==> src/rtl/vending_machine_param.sv <==
// Parametrised vending controller: accumulates credit, vends on select, returns change, refunds on cancel/timeout.
// Latency: all outputs registered; a vend pulses one cycle after the accepted select, change one cycle after that.
// Backpressure: none; coins arriving while they cannot be taken (VEND/CHANGE, overflow, dropped) pulse coin_reject.
//
// Ports:
//   clock, reset                   rising-edge clock, synchronous active-high reset
//   coin_valid, coin_value         coin / top-up strobe and its value
//   select_valid, select_product   product selection strobe and index
//   cancel                         refund request
//   dispense_valid, dispense_id    one-cycle vend pulse and product index
//   change_valid, change           one-cycle change pulse and amount
//   balance                        current credit
//   coin_reject, insufficient,
//   invalid_sel                    one-cycle status pulses
//   busy                           high while vending or paying out change
module vending_machine_param #(
   parameter int MONEY_W        = 8,
   parameter int NUM_PRODUCTS   = 4,
   parameter int SEL_W          = 2,
   parameter logic [NUM_PRODUCTS*MONEY_W-1:0] PRICES = {8'd20, 8'd15, 8'd10, 8'd5},
   parameter int TIMEOUT_CYCLES = 16
) (
   input  logic               clock,
   input  logic               reset,
   input  logic               coin_valid,
   input  logic [MONEY_W-1:0] coin_value,
   input  logic               select_valid,
   input  logic [SEL_W-1:0]   select_product,
   input  logic               cancel,
   output logic               dispense_valid,
   output logic [SEL_W-1:0]   dispense_id,
   output logic               change_valid,
   output logic [MONEY_W-1:0] change,
   output logic [MONEY_W-1:0] balance,
   output logic               coin_reject,
   output logic               insufficient,
   output logic               invalid_sel,
   output logic               busy
);

   localparam int TMR_W = (TIMEOUT_CYCLES < 2) ? 1 : $clog2(TIMEOUT_CYCLES + 1);
   // Timer value seen on the last idle cycle before the refund fires.
   localparam logic [TMR_W-1:0] TMR_LAST = TMR_W'(TIMEOUT_CYCLES - 1);
   localparam logic [SEL_W:0]   NUM_SEL  = (SEL_W + 1)'(NUM_PRODUCTS);

   typedef enum logic [1:0] {IDLE, CREDIT, VEND, CHANGE} state_t;

   state_t             state, state_next;
   logic [TMR_W-1:0]   timer, timer_next;
   logic [MONEY_W-1:0] balance_next;
   logic               dispense_valid_next;
   logic [SEL_W-1:0]   dispense_id_next;
   logic               change_valid_next;
   logic [MONEY_W-1:0] change_next;
   logic               coin_reject_next;
   logic               insufficient_next;
   logic               invalid_sel_next;

   // Price table padded to the full index space so any select_product indexes
   // it safely; unused entries are never reached because sel_legal gates them.
   logic [MONEY_W-1:0] price_tbl [2**SEL_W];

   for (genvar i = 0; i < 2**SEL_W; i++) begin : g_price
      if (i < NUM_PRODUCTS) begin : g_used
         assign price_tbl[i] = PRICES[i*MONEY_W +: MONEY_W];
      end else begin : g_unused
         assign price_tbl[i] = '0;
      end
   end

   logic               sel_legal;
   logic [MONEY_W-1:0] sel_price;
   logic [MONEY_W-1:0] vend_price;
   logic [MONEY_W:0]   coin_sum;
   logic [MONEY_W-1:0] remainder;

   assign sel_legal = ({1'b0, select_product} < NUM_SEL);
   assign sel_price = price_tbl[select_product];
   // dispense_id holds the latched product for exactly the VEND cycle.
   assign vend_price = price_tbl[dispense_id];
   // One extra bit so an overflowing top-up is detected rather than wrapped.
   assign coin_sum   = {1'b0, balance} + {1'b0, coin_value};
   assign remainder  = balance - vend_price;

   always_comb begin
      state_next          = state;
      balance_next        = balance;
      timer_next          = '0;
      dispense_valid_next = 1'b0;
      dispense_id_next    = '0;
      change_valid_next   = 1'b0;
      change_next         = '0;
      coin_reject_next    = 1'b0;
      insufficient_next   = 1'b0;
      invalid_sel_next    = 1'b0;

      case (state)
         IDLE: begin
            // Coin and select are independent here: a select cannot consume
            // credit that does not exist yet, so it only reports a flag.
            if (coin_valid && (coin_value != '0)) begin
               balance_next = coin_value;
               state_next   = CREDIT;
            end
            if (select_valid) begin
               if (sel_legal) insufficient_next = 1'b1;
               else           invalid_sel_next  = 1'b1;
            end
         end

         CREDIT: begin
            // Single event per cycle: cancel > select > coin. A coin that
            // loses to a higher-priority event is rejected, not kept.
            if (cancel) begin
               change_valid_next = 1'b1;
               change_next       = balance;
               coin_reject_next  = coin_valid;
               state_next        = CHANGE;
            end else if (select_valid) begin
               coin_reject_next = coin_valid;
               if (!sel_legal) begin
                  invalid_sel_next = 1'b1;
               end else if (balance < sel_price) begin
                  insufficient_next = 1'b1;
               end else begin
                  dispense_valid_next = 1'b1;
                  dispense_id_next    = select_product;
                  state_next          = VEND;
               end
            end else if (coin_valid) begin
               if (coin_sum[MONEY_W]) coin_reject_next = 1'b1;
               else                   balance_next     = coin_sum[MONEY_W-1:0];
            end else if (timer == TMR_LAST) begin
               change_valid_next = 1'b1;
               change_next       = balance;
               state_next        = CHANGE;
            end else begin
               timer_next = timer + TMR_W'(1);
            end
         end

         VEND: begin
            coin_reject_next = coin_valid;
            balance_next     = remainder;
            if (remainder != '0) begin
               change_valid_next = 1'b1;
               change_next       = remainder;
               state_next        = CHANGE;
            end else begin
               state_next = IDLE;
            end
         end

         CHANGE: begin
            coin_reject_next = coin_valid;
            balance_next     = '0;
            state_next       = IDLE;
         end

         default: state_next = IDLE;
      endcase
   end

   always_ff @(posedge clock) begin
      if (reset) begin
         state          <= IDLE;
         timer          <= '0;
         balance        <= '0;
         dispense_valid <= 1'b0;
         dispense_id    <= '0;
         change_valid   <= 1'b0;
         change         <= '0;
         coin_reject    <= 1'b0;
         insufficient   <= 1'b0;
         invalid_sel    <= 1'b0;
         busy           <= 1'b0;
      end else begin
         state          <= state_next;
         timer          <= timer_next;
         balance        <= balance_next;
         dispense_valid <= dispense_valid_next;
         dispense_id    <= dispense_id_next;
         change_valid   <= change_valid_next;
         change         <= change_next;
         coin_reject    <= coin_reject_next;
         insufficient   <= insufficient_next;
         invalid_sel    <= invalid_sel_next;
         busy           <= (state_next == VEND) || (state_next == CHANGE);
      end
   end

endmodule

==> config.mk <==
export PLATFORM = sky130hd
export DESIGN_NAME = vending_machine_param
export DESIGN_NICKNAME = d
export VERILOG_FILES = /design/src/rtl/vending_machine_param.sv
export SDC_FILE = /design/constraint.sdc
export NUM_CORES = 1
export LEC_CHECK = 0
export ABC_AREA = 0
export CORE_MARGIN = 10
export CORE_UTILIZATION = 46
export DETAILED_ROUTE_END_ITERATION = 10
export PLACE_DENSITY = 0.71
export RECOVER_POWER = 100
export SYNTH_ARGS = -nofsm -noshare
export SYNTH_HDL_FRONTEND = slang
export SYNTH_SLANG_ARGS = --single-unit
==> constraint.sdc <==
create_clock -name clock -period 3 [get_ports clock]
set_input_delay 0.6 -clock clock [delete_from_list [all_inputs] [get_ports clock]]
set_output_delay 0.6 -clock clock [all_outputs]
set_load 0.02 [all_outputs]
==> results.txt <==
* Clk Latency, worst-skew pair: about 0.29 ns
- Routability-driven placement finished with a final weighted congestion of ~0.91.
- Synthesis-stage register bit count: 30
* Launching point of the worst reg2reg path: dispense_id[0]$_SDFF_PP0_
- In this run the core area contains 25 standard-cell rows.
* Maximum clock rate: between 300 and 400 MHz
- Before antenna repair, the detailed router went through 4 iterations.
- Min-delay worst type: flop to flop
- At the end of the flow, the number of nets in the layout was approximately 370.
* Multiplexer fraction of the synthesized cell area: between 1 and 1.5%
- Count of cells resized by post-cts repair: 0
- Post-synth top area cell: sky130_fd_sc_hd__dfxtp_1
- Worst R2R Path Depth: 11
* Maximum vdd ir drop: around 0.32 mV
- TritonCTS built the clock tree.
- Number of antenna violations at the first check in global routing: 0
* Share of synthesized cell area in full adder, half adder and majority cells: between 15 and 20%
* Count of unique library cells instantiated by Yosys: between 60 and 70
- Cell area after technology mapping: approximately 2300 sq um
- Number of buffers inserted during clock tree synthesis: 5
- Gate count after technology mapping: 272
- Net Count, Synth: approximately 320
* Area grow syn2layout: 27.2%
- Yosys mapped a number of flops with a built-in enable equal to 0.
- I/O pin cnt: 39
- Tightest Pin Transition: roughly 0.57 ns
- A synthesized cell averages about 8.4 sq um.
- Vias: ~2,200
- The design draws between 1.5 and 2 mW.
- Leakage: between 1 and 1.5 nW
- Residual DRC count: 0
- Finish-stage setup viols: 0
- Power spread over the standard cell area amounts to 592 nW/um^2.
- The worst pin sits at a relative slew slack of about three fifths.
* Portion of the post-synthesis area used by sequential elements: between 20% and 30%
- Required time at the worst-slack endpoint: between 3 and 4 ns
- Data on the critical path arrives at its endpoint at 3.00 ns.
- X dimension of the die: around 90 um
- XOR/XNOR Fraction of Synth Area: around 3.4%
- In this run, the number of DRC markers left after iteration 0 of detailed routing was between 150 and 200.
* Most area-consuming cells after synthesis: sky130_fd_sc_hd__dfxtp_1, sky130_fd_sc_hd__ha_1, sky130_fd_sc_hd__a21oi_1
- Antenna cell count: 0
* Count of antenna-violating nets left after detailed routing: 0
- Clk pin slew, worst setup/hold paths: about 0.060 ns
- Buffers inserted to repair hold after CTS numbered 0.
- The final layout contains routed wiring with a total length of between 6 and 7 mm.
- The clock passes through at most 2 buffers.
- The worst register-to-register path has a setup slack of 0.19 ns.
- Most used flip-flop cell after synthesis: sky130_fd_sc_hd__dfxtp_1
- Ranked by instance count, the synthesized netlist is headed by sky130_fd_sc_hd__ha_1, sky130_fd_sc_hd__dfxtp_1, sky130_fd_sc_hd__nor2_1.
- Worst hold path endpoint: timer[0]$_SDFF_PP0_
* RSZ-0062 raised after global routing: false
- Cell with the most instances after synthesis: sky130_fd_sc_hd__ha_1
- DP Worst Slack: -0.0227 ns
- The count of final max-slew check failures came to 0.
- Counting instances, the worst hold path has a depth of 1.
- Buffers added to address setup during post-CTS repair amount to 0.
- Proportion of synthesized flip-flops having asynchronous set or reset: 0%
* Setup slack after layout: 0.179 ns
* Crit-path max FO: 4
- In this run the biggest area consumer among cell types represents between 20% and 30% of the synthesized area.
* Count of fill cells added during filler insertion: ~450
* GRT Total Usage: between 15 and 20%
* Layout cells sized above 1: a little over a tenth
* Count of clock tree sinks: 30
- After synthesis, the largest family of logic cells by area is compound AO/OA/AOI/OAI gates.
- The tool flagged a number of max-cap violations equal to 0.
* Total number of H-tree levels: 2
- The number of global-route vias before repair was 2,142.
* CP startpoint kind: primary input
* Via-to-Cell Ratio: about 5.6
- CTS root buf: sky130_fd_sc_hd__clkbuf_8
- Entering global routing, the biggest net connects 14 pins.
- Simple-gate share of the synthesized area: roughly 18%
- The floorplan step defined a die boundary enclosing 8210 sq um.
* Shortest clock period the worst path allows after layout: between 2 and 3 ns
- The Yosys step of the flow raised 0 warnings.
- Kind of critical path: primary input to flop
- The endpoint identified for the worst register-to-register timing path is change_valid$_SDFF_PP0_.
- Crit end category: flop
- Final HPWL from detailed placement: roughly 4.9 mm
- Die span in y: between 90 and 100 um
- Setup skew after layout: about 0.012 ns
- Post-Route Hold Slack: about 0.45 ns
* Starting utilization of the core area: 47.9%
* Floorplan core area: approximately 4800 sq um
* Outcome: finished clean
- CP startpoint: select_product[0]
- Share of the clock period used by the worst path: between 90% and 100%
- Count of endpoints failing hold in the final timing report: 0
- Compound-Gate Fraction of Synth Area: a little over a quarter
- For this run the aggregate overflow at the end of global routing stands at 0.
* Mean routed wirelength per cell: approximately 16 um
- Number of buffers added on ports: 37
- Hold_sp: timer[0]$_SDFF_PP0_
* Global-route wire length before repair: about 11 mm
cells in the final DEF, fill, tap and decap left out, drive strengths merged, types with 3 or more instances in the layout:
| cell type | n |
|---|---|
| nand2b | 6 |
| clkbuf | 12 |
| o21ai | 8 |
| nor2b | 3 |
| a22oi | 4 |
| nand2 | 17 |
| buf | 13 |
| and3 | 5 |
| nor2 | 29 |
| xnor2 | 8 |
| a21oi | 22 |
| dlygate4sd3 | 24 |
| a311oi | 3 |
| a31oi | 4 |
| or2 | 3 |
| a221oi | 4 |
| and2 | 3 |
| nand3 | 4 |
| o41ai | 3 |
| nor4 | 3 |
| ha | 31 |
| o211ai | 6 |
| inv | 23 |
| dfxtp | 30 |
| a21o | 4 |
| clkdlybuf4s50 | 13 |
| o21a | 3 |
layout make-up:
| class | count | area, sq um | share of cell area, % |
|---|---|---|---|
| clock buffers | 6 | 82.6 | 2.83 |
| clock inverters | 2 | 12.5 | 0.429 |
| inverters | 24 | 90.1 | 3.09 |
| multi-input cells | 209 | 1560 | 53.3 |
| flip-flops and latches | 30 | 601 | 20.6 |
| well taps | 67 | 83.8 | 2.87 |
| repair buffers | 56 | 493 | 16.9 |
logic make-up after synthesis:
kind of cell	Yosys count
xor gates and xnor gates	9
muxes	3
adders and majority gates	32
DFF	30
and+or+nand+nor	82
other	1
buffers and inverters	33
AOI/OAI and AO/OA	82
state kept, by name, indices dropped and copies added (netlist names):
register        count
balance             8
change              8
timer               5
dispense_id         2
state               2
busy                1
change_valid        1
coin_reject         1
dispense_valid      1
insufficient        1
metrics by stage:
stage,setup TNS (ns),std cells,area (sq um),util (%)
after floorplan,0,272,2290,-
after global placement,0,386,2840,59.4
after detailed placement,-0.0488,386,2840,59.4
after CTS,0,394,2940,61.4
after global routing,0,394,2920,61.0
final,0,394,2920,61.0
critical path, stage by stage:
cell	delay [ns]
sky130_fd_sc_hd__dlygate4sd3_1	0.62
sky130_fd_sc_hd__inv_1	0.09
sky130_fd_sc_hd__ha_1	0.28
sky130_fd_sc_hd__inv_1	0.05
sky130_fd_sc_hd__ha_1	0.28
sky130_fd_sc_hd__and3_1	0.15
sky130_fd_sc_hd__a22oi_1	0.20
sky130_fd_sc_hd__nand2b_1	0.08
sky130_fd_sc_hd__a21oi_1	0.23
sky130_fd_sc_hd__nor4_1	0.07
sky130_fd_sc_hd__clkbuf_1	0.16
sky130_fd_sc_hd__and2_0	0.17
worst max path at each step:
stage	to	slack, ns	cells after the start
2_1_floorplan	busy$_SDFF_PP0_	0.24	11
3_3_place_gp	state[0]$_SDFF_PP0_	0.03	10
3_5_place_dp	state[0]$_SDFF_PP0_	-0.02	10
4_1_cts	busy$_SDFF_PP0_	0.18	11
5_1_grt	change_valid$_SDFF_PP0_	0.009	11
6_report	dispense_id[1]$_SDFF_PP0_	0.18	12
per-layer routing:
metal	part of all wire (%)	up-vias	global-route usage, %
met1	45	1022	20.2
met4	2.1	0	5.31
li1	-	1101	-
met3	7.5	10	4.32
met2	46	88	23.4
met5	0	-	0
power breakdown:
group	switching [mW]	internal [mW]	total [mW]
clock	0.165	0.184	0.349
sequential	0.0718	0.438	0.510
combinational	0.491	0.376	0.868
total	0.728	0.999	1.73
No activity file was read; power rests on OpenSTA's default activity.
==> edit 1, RTL diff (same flow settings) <==
Add an input register stage for `coin_valid`, `coin_value`, `select_valid`, `select_product` and `cancel`, with the module's reset; this delays them by one clock. Comments in the files are not updated.
--- a/src/rtl/vending_machine_param.sv
+++ b/src/rtl/vending_machine_param.sv
@@ -47,2 +47,24 @@
 
+   logic coin_valid_q;
+   logic [MONEY_W-1:0] coin_value_q;
+   logic select_valid_q;
+   logic [SEL_W-1:0] select_product_q;
+   logic cancel_q;
+
+   always_ff @(posedge clock) begin
+      if (reset) begin
+         coin_valid_q     <= '0;
+         coin_value_q     <= '0;
+         select_valid_q   <= '0;
+         select_product_q <= '0;
+         cancel_q         <= '0;
+      end else begin
+         coin_valid_q     <= coin_valid;
+         coin_value_q     <= coin_value;
+         select_valid_q   <= select_valid;
+         select_product_q <= select_product;
+         cancel_q         <= cancel;
+      end
+   end
+
    state_t             state, state_next;
@@ -76,4 +98,4 @@
 
-   assign sel_legal = ({1'b0, select_product} < NUM_SEL);
-   assign sel_price = price_tbl[select_product];
+   assign sel_legal = ({1'b0, select_product_q} < NUM_SEL);
+   assign sel_price = price_tbl[select_product_q];
    // dispense_id holds the latched product for exactly the VEND cycle.
@@ -81,3 +103,3 @@
    // One extra bit so an overflowing top-up is detected rather than wrapped.
-   assign coin_sum   = {1'b0, balance} + {1'b0, coin_value};
+   assign coin_sum   = {1'b0, balance} + {1'b0, coin_value_q};
    assign remainder  = balance - vend_price;
@@ -100,7 +122,7 @@
             // credit that does not exist yet, so it only reports a flag.
-            if (coin_valid && (coin_value != '0)) begin
-               balance_next = coin_value;
+            if (coin_valid_q && (coin_value_q != '0)) begin
+               balance_next = coin_value_q;
                state_next   = CREDIT;
             end
-            if (select_valid) begin
+            if (select_valid_q) begin
                if (sel_legal) insufficient_next = 1'b1;
@@ -113,9 +135,9 @@
             // loses to a higher-priority event is rejected, not kept.
-            if (cancel) begin
+            if (cancel_q) begin
                change_valid_next = 1'b1;
                change_next       = balance;
-               coin_reject_next  = coin_valid;
+               coin_reject_next  = coin_valid_q;
                state_next        = CHANGE;
-            end else if (select_valid) begin
-               coin_reject_next = coin_valid;
+            end else if (select_valid_q) begin
+               coin_reject_next = coin_valid_q;
                if (!sel_legal) begin
@@ -126,6 +148,6 @@
                   dispense_valid_next = 1'b1;
-                  dispense_id_next    = select_product;
+                  dispense_id_next    = select_product_q;
                   state_next          = VEND;
                end
-            end else if (coin_valid) begin
+            end else if (coin_valid_q) begin
                if (coin_sum[MONEY_W]) coin_reject_next = 1'b1;
@@ -142,3 +164,3 @@
          VEND: begin
-            coin_reject_next = coin_valid;
+            coin_reject_next = coin_valid_q;
             balance_next     = remainder;
@@ -154,3 +176,3 @@
          CHANGE: begin
-            coin_reject_next = coin_valid;
+            coin_reject_next = coin_valid_q;
             balance_next     = '0;
Behaviour: not the same (Yosys sat finds a counterexample within 4 cycles, from zero or initial values and one cycle with reset high).
==> edit 1 against the unedited design <==
Final area grew 7.8%. Global-route usage shrank 1.1 points. Sequential power grew 35%. Worst setup slack gained 65 ps. Area after synthesis grew 14%. Wire length shrank 1.6%. Register-to-register slack gained 50 ps. Critical path depth shrank 1. Worst hold slack lost 3.8 ps. Power grew 15%. Sequential cell count grew 13. Clock power is essentially flat. Via count is essentially flat. Highest routed layer unchanged.
==> edit 1: results (changes against the unedited design) <==
[layout]
multiInputGateArea_sq_um = 1600  ; +2.7%
drive_gt1_share_pct = 7.06  ; -3.6 points
fillerInstances = 515  ; +15%

[drt]
viasPerCell = 5.39  ; -4.4%
wl_met3_microns = 329  ; -29%
routed-via-count = 2220  ; -0.045%

[global_routing]
use_met2_pct = 23.7  ; +0.32 points
grt_max_degree = 32  ; +18
grt_util_all_layers_pct = 14.3  ; -1.1 points
grt_first_pass_wirelength_microns = 10400  ; -1.6%
use_met1_pct = 18.0  ; -2.1 points
use_met3_pct = 3.53  ; -0.79 points

[power]
vdd_drop_max_uv = 265  ; -16%
sequentialPower_mw = 0.691  ; +35%
leakage_nw = 1.34  ; +3.7%
total_power_mw = 1.98  ; +15%

[critical_path]
crit_family = compound AO/OA/AOI/OAI gates
slowest_stage = clkbuf_1
max_stage_delay_ps = 410  ; -210 ps

[synthesis]
syn_inst = 302  ; +11%
yosys-top-cells-area = dfxtp_1, ha_1, nor2_1, a21oi_1, nor2b_1
yosys.cell_types.count = 52  ; -15%

[place]
place_area_sq_um = 3070  ; +7.8%
dp.cells = 404  ; +4.7%

[run_status]
status = finished clean

==> edit 1: final timing paths <==
kind | startpoint | end | slack, ps | depth (start not counted)
min reg2reg | timer[0] | timer[0] | 450 | 1
max | coin_value_q[0] | balance[0] | 240 | 11
min | timer[0] | timer[0] | 450 | 1
max reg2reg | coin_value_q[0] | balance[0] | 240 | 11
==> edit 1: area by class of cell <==
class / instances / share of cell area [%]
multi-input combinational: 221 / 50.8
sequential: 43 / 27.4
timing repair buffer: 45 / 13.6
tap: 72 / 2.86
inverter: 23 / 2.74
clock buffer: 5 / 2.19
clock inverter: 3 / 0.477
==> edit 1: cell families (layout without fill, tap and decap cells) <==
logic type,count (synthesis),in the layout,synth area share (%)
DFF,43,43,33.0
muxes,2,2,0.768
and+or+nand+nor,102,102,20.2
AOI/OAI and AO/OA,71,71,20.2
adders and majority gates,32,32,15.6
other,1,1,0.144
xor gates and xnor gates,13,13,4.37
buffers and inverters,38,76,5.71
==> edit 2, RTL diff (same settings) <==
Without the edit above. Change the parameter `TIMEOUT_CYCLES` from 16 to 8.
--- a/src/rtl/vending_machine_param.sv
+++ b/src/rtl/vending_machine_param.sv
@@ -20,3 +20,3 @@
    parameter logic [NUM_PRODUCTS*MONEY_W-1:0] PRICES = {8'd20, 8'd15, 8'd10, 8'd5},
-   parameter int TIMEOUT_CYCLES = 16
+   parameter int TIMEOUT_CYCLES = 8
 ) (
Function: changed (a bounded check fails within 10 cycles, from zero or initial values and one cycle with reset high).
==> edit 2 against the unedited design <==
Worst setup slack lost 3.6 ps. Final area down 1.5%. Cell count shrank 1.5%. Global-route usage fell by 0.45 points. Wire length decreased by 1.2%. Critical endpoint is now balance[5]. Sequential cell count shrank 1. First-iteration DRC count decreased by 29%. Sequential share of layout area decreased by 0.34 points. Area after synthesis shrank 1.3%. Register-to-register slack better by 40 ps. Clock skew shrank 4.9 ps.
Power is not compared: it rests on default switching activity, and its combinational part moved more than twofold at a synthesized area within 25%.
==> edit 2: results (changes against the unedited design) <==
[critical_path]
crit_fanout = 6  ; +2
regToRegEndpoint = balance[6]
max_stage_delay_ps = 590  ; -30 ps
rr_worst_depth = 12  ; +1
crit_family = compound AO/OA/AOI/OAI gates
r2r_slack_ps = 230  ; +40 ps
r2r-start = dispense_id[1]

[floorplan]
core-area_sq_um = 4750  ; -0.65%

[synthesis]
ys_seq_area_share_pct = 25.6  ; -0.55 points
syn_inst = 278  ; +2.2%
yosys.cell_types.count = 57  ; -6.6%
yosys-top-cells-area = dfxtp_1, ha_1, nor2_1, inv_1, a21oi_1
synthAdderAreaFrac_pct = 17.4  ; -0.33 points
syn_nets = 324  ; +1.6%
synth_top_cells_by_count = nor2_1, ha_1, dfxtp_1, inv_1, nand2_1
synthMuxAreaShare_pct = 0.883  ; -0.53 points
synth_compound_area_share_pct = 23.6  ; -3.2 points
synth_xor_xnor_area_share_pct = 4.25  ; +0.82 points

[global_routing]
grt_max_degree = 21  ; +7
grt_util_all_layers_pct = 14.9  ; -0.45 points
grt_first_pass_wirelength_microns = 10200  ; -3.8%
grt_pass1_vias = 2080  ; -2.9%

[place]
gp_congestion = 0.832  ; -8.8%
numPortBuffers = 37  ; unchanged
place_hpwl_microns = 4750  ; -2.3%
dp.cells = 379  ; -1.8%
place_area_sq_um = 2720  ; -4.2%

[layout]
fin_nets = 366  ; -1.9%
drive_gt1_share_pct = 7.48  ; -3.2 points
reg.largest.list = balance x8, change x8, timer x4

[cts]
clock_latency_ps = 290  ; about the same
h-tree-depth = 2  ; unchanged

[sta]
clock_skew_ps = 7.53  ; -4.87 ps
slew_headroom_pct = 60.3  ; -1.1 points
hold_slack_ps = 452  ; +2.33 ps

[hold_path]
holdPathStages = 1  ; unchanged

[drt]
first_pass_iters = 4  ; unchanged
wl_microns = 6110  ; -1.2%
viasPerCell = 5.64  ; about the same
drtIter0Drc = 109  ; -29%
drt-wirelength-per-cell_microns = 15.7  ; +0.30%

[run_status]
status = finished clean

==> edit 2: worst max path at each step <==
stage | start | to | cells after the start
after detailed placement | coin_value[0] | balance[0] | 11
after global routing | dispense_id[0] | state[1] | 12
after floorplan | dispense_id[0] | busy | 11
after CTS | dispense_id[1] | balance[6] | 12
final | coin_value[0] | balance[5] | 10
after global placement | coin_value[0] | balance[2] | 11
==> edit 2: area by class of cell <==
cell class / count / area (sq um)
Clock buffer: 5 / 68.8
Inverter: 21 / 78.8
Fill cell: 451 / 1880
Clock inverter: 3 / 65.1
Multi-Input combinational cell: 216 / 1550
Timing Repair Buffer: 47 / 442
Tap cell: 67 / 83.8
Sequential cell: 29 / 582
==> edit 2: layer usage <==
metal | share of wire (%) | global-route usage (%)
met5 | 0 | 0
met4 | 2.5 | 6.90
met3 | 6.3 | 3.57
met2 | 46 | 23.8
met1 | 46 | 18.5
==> edit 2: stage by stage <==
stage | setup slack [ps] | total power, mW
3_3_place_gp | 44.6 | 2.36
3_5_place_dp | 17.2 | 2.38
4_1_cts | 42.6 | 2.89
5_1_grt | 6.40 | 3.12
6_report | 176 | 2.89
2_1_floorplan | 253 | 1.87
==> edit 2: cells by family (layout without fill, tap and decap cells) <==
family,after synthesis,count (layout)
buffers and inverters,33,76
xor gates and xnor gates,11,11
and+or+nand+nor,98,98
AOI/OAI and AO/OA,73,73
DFF,29,29
adders and majority gates,31,31
muxes,2,2
other,1,1
==> edit 2: report_power, final <==
group / internal, mW / switching, mW
clock: 0.330 / 0.168
combinational: 0.759 / 1.03
sequential: 0.474 / 0.135
==> edit 2: repair_timing <==
action | CTS | global route
gates resized for setup | 0 | 3
setup buffers | 0 | 1
hold endpoints to repair | 0 | 0
hold buffers | 0 | 0
setup endpoints to repair | 0 | 6
==> edit 2: worst register-to-register path: cells and delay by family (launching register included) <==
family                     cells  cell delay, ps
AOI/OAI and AO/OA              4            1020
xor gates and xnor gates       1             190
adders and majority gates      3             560
buffers and inverters          2             140
DFF                            1             370
and+or+nand+nor                2             400
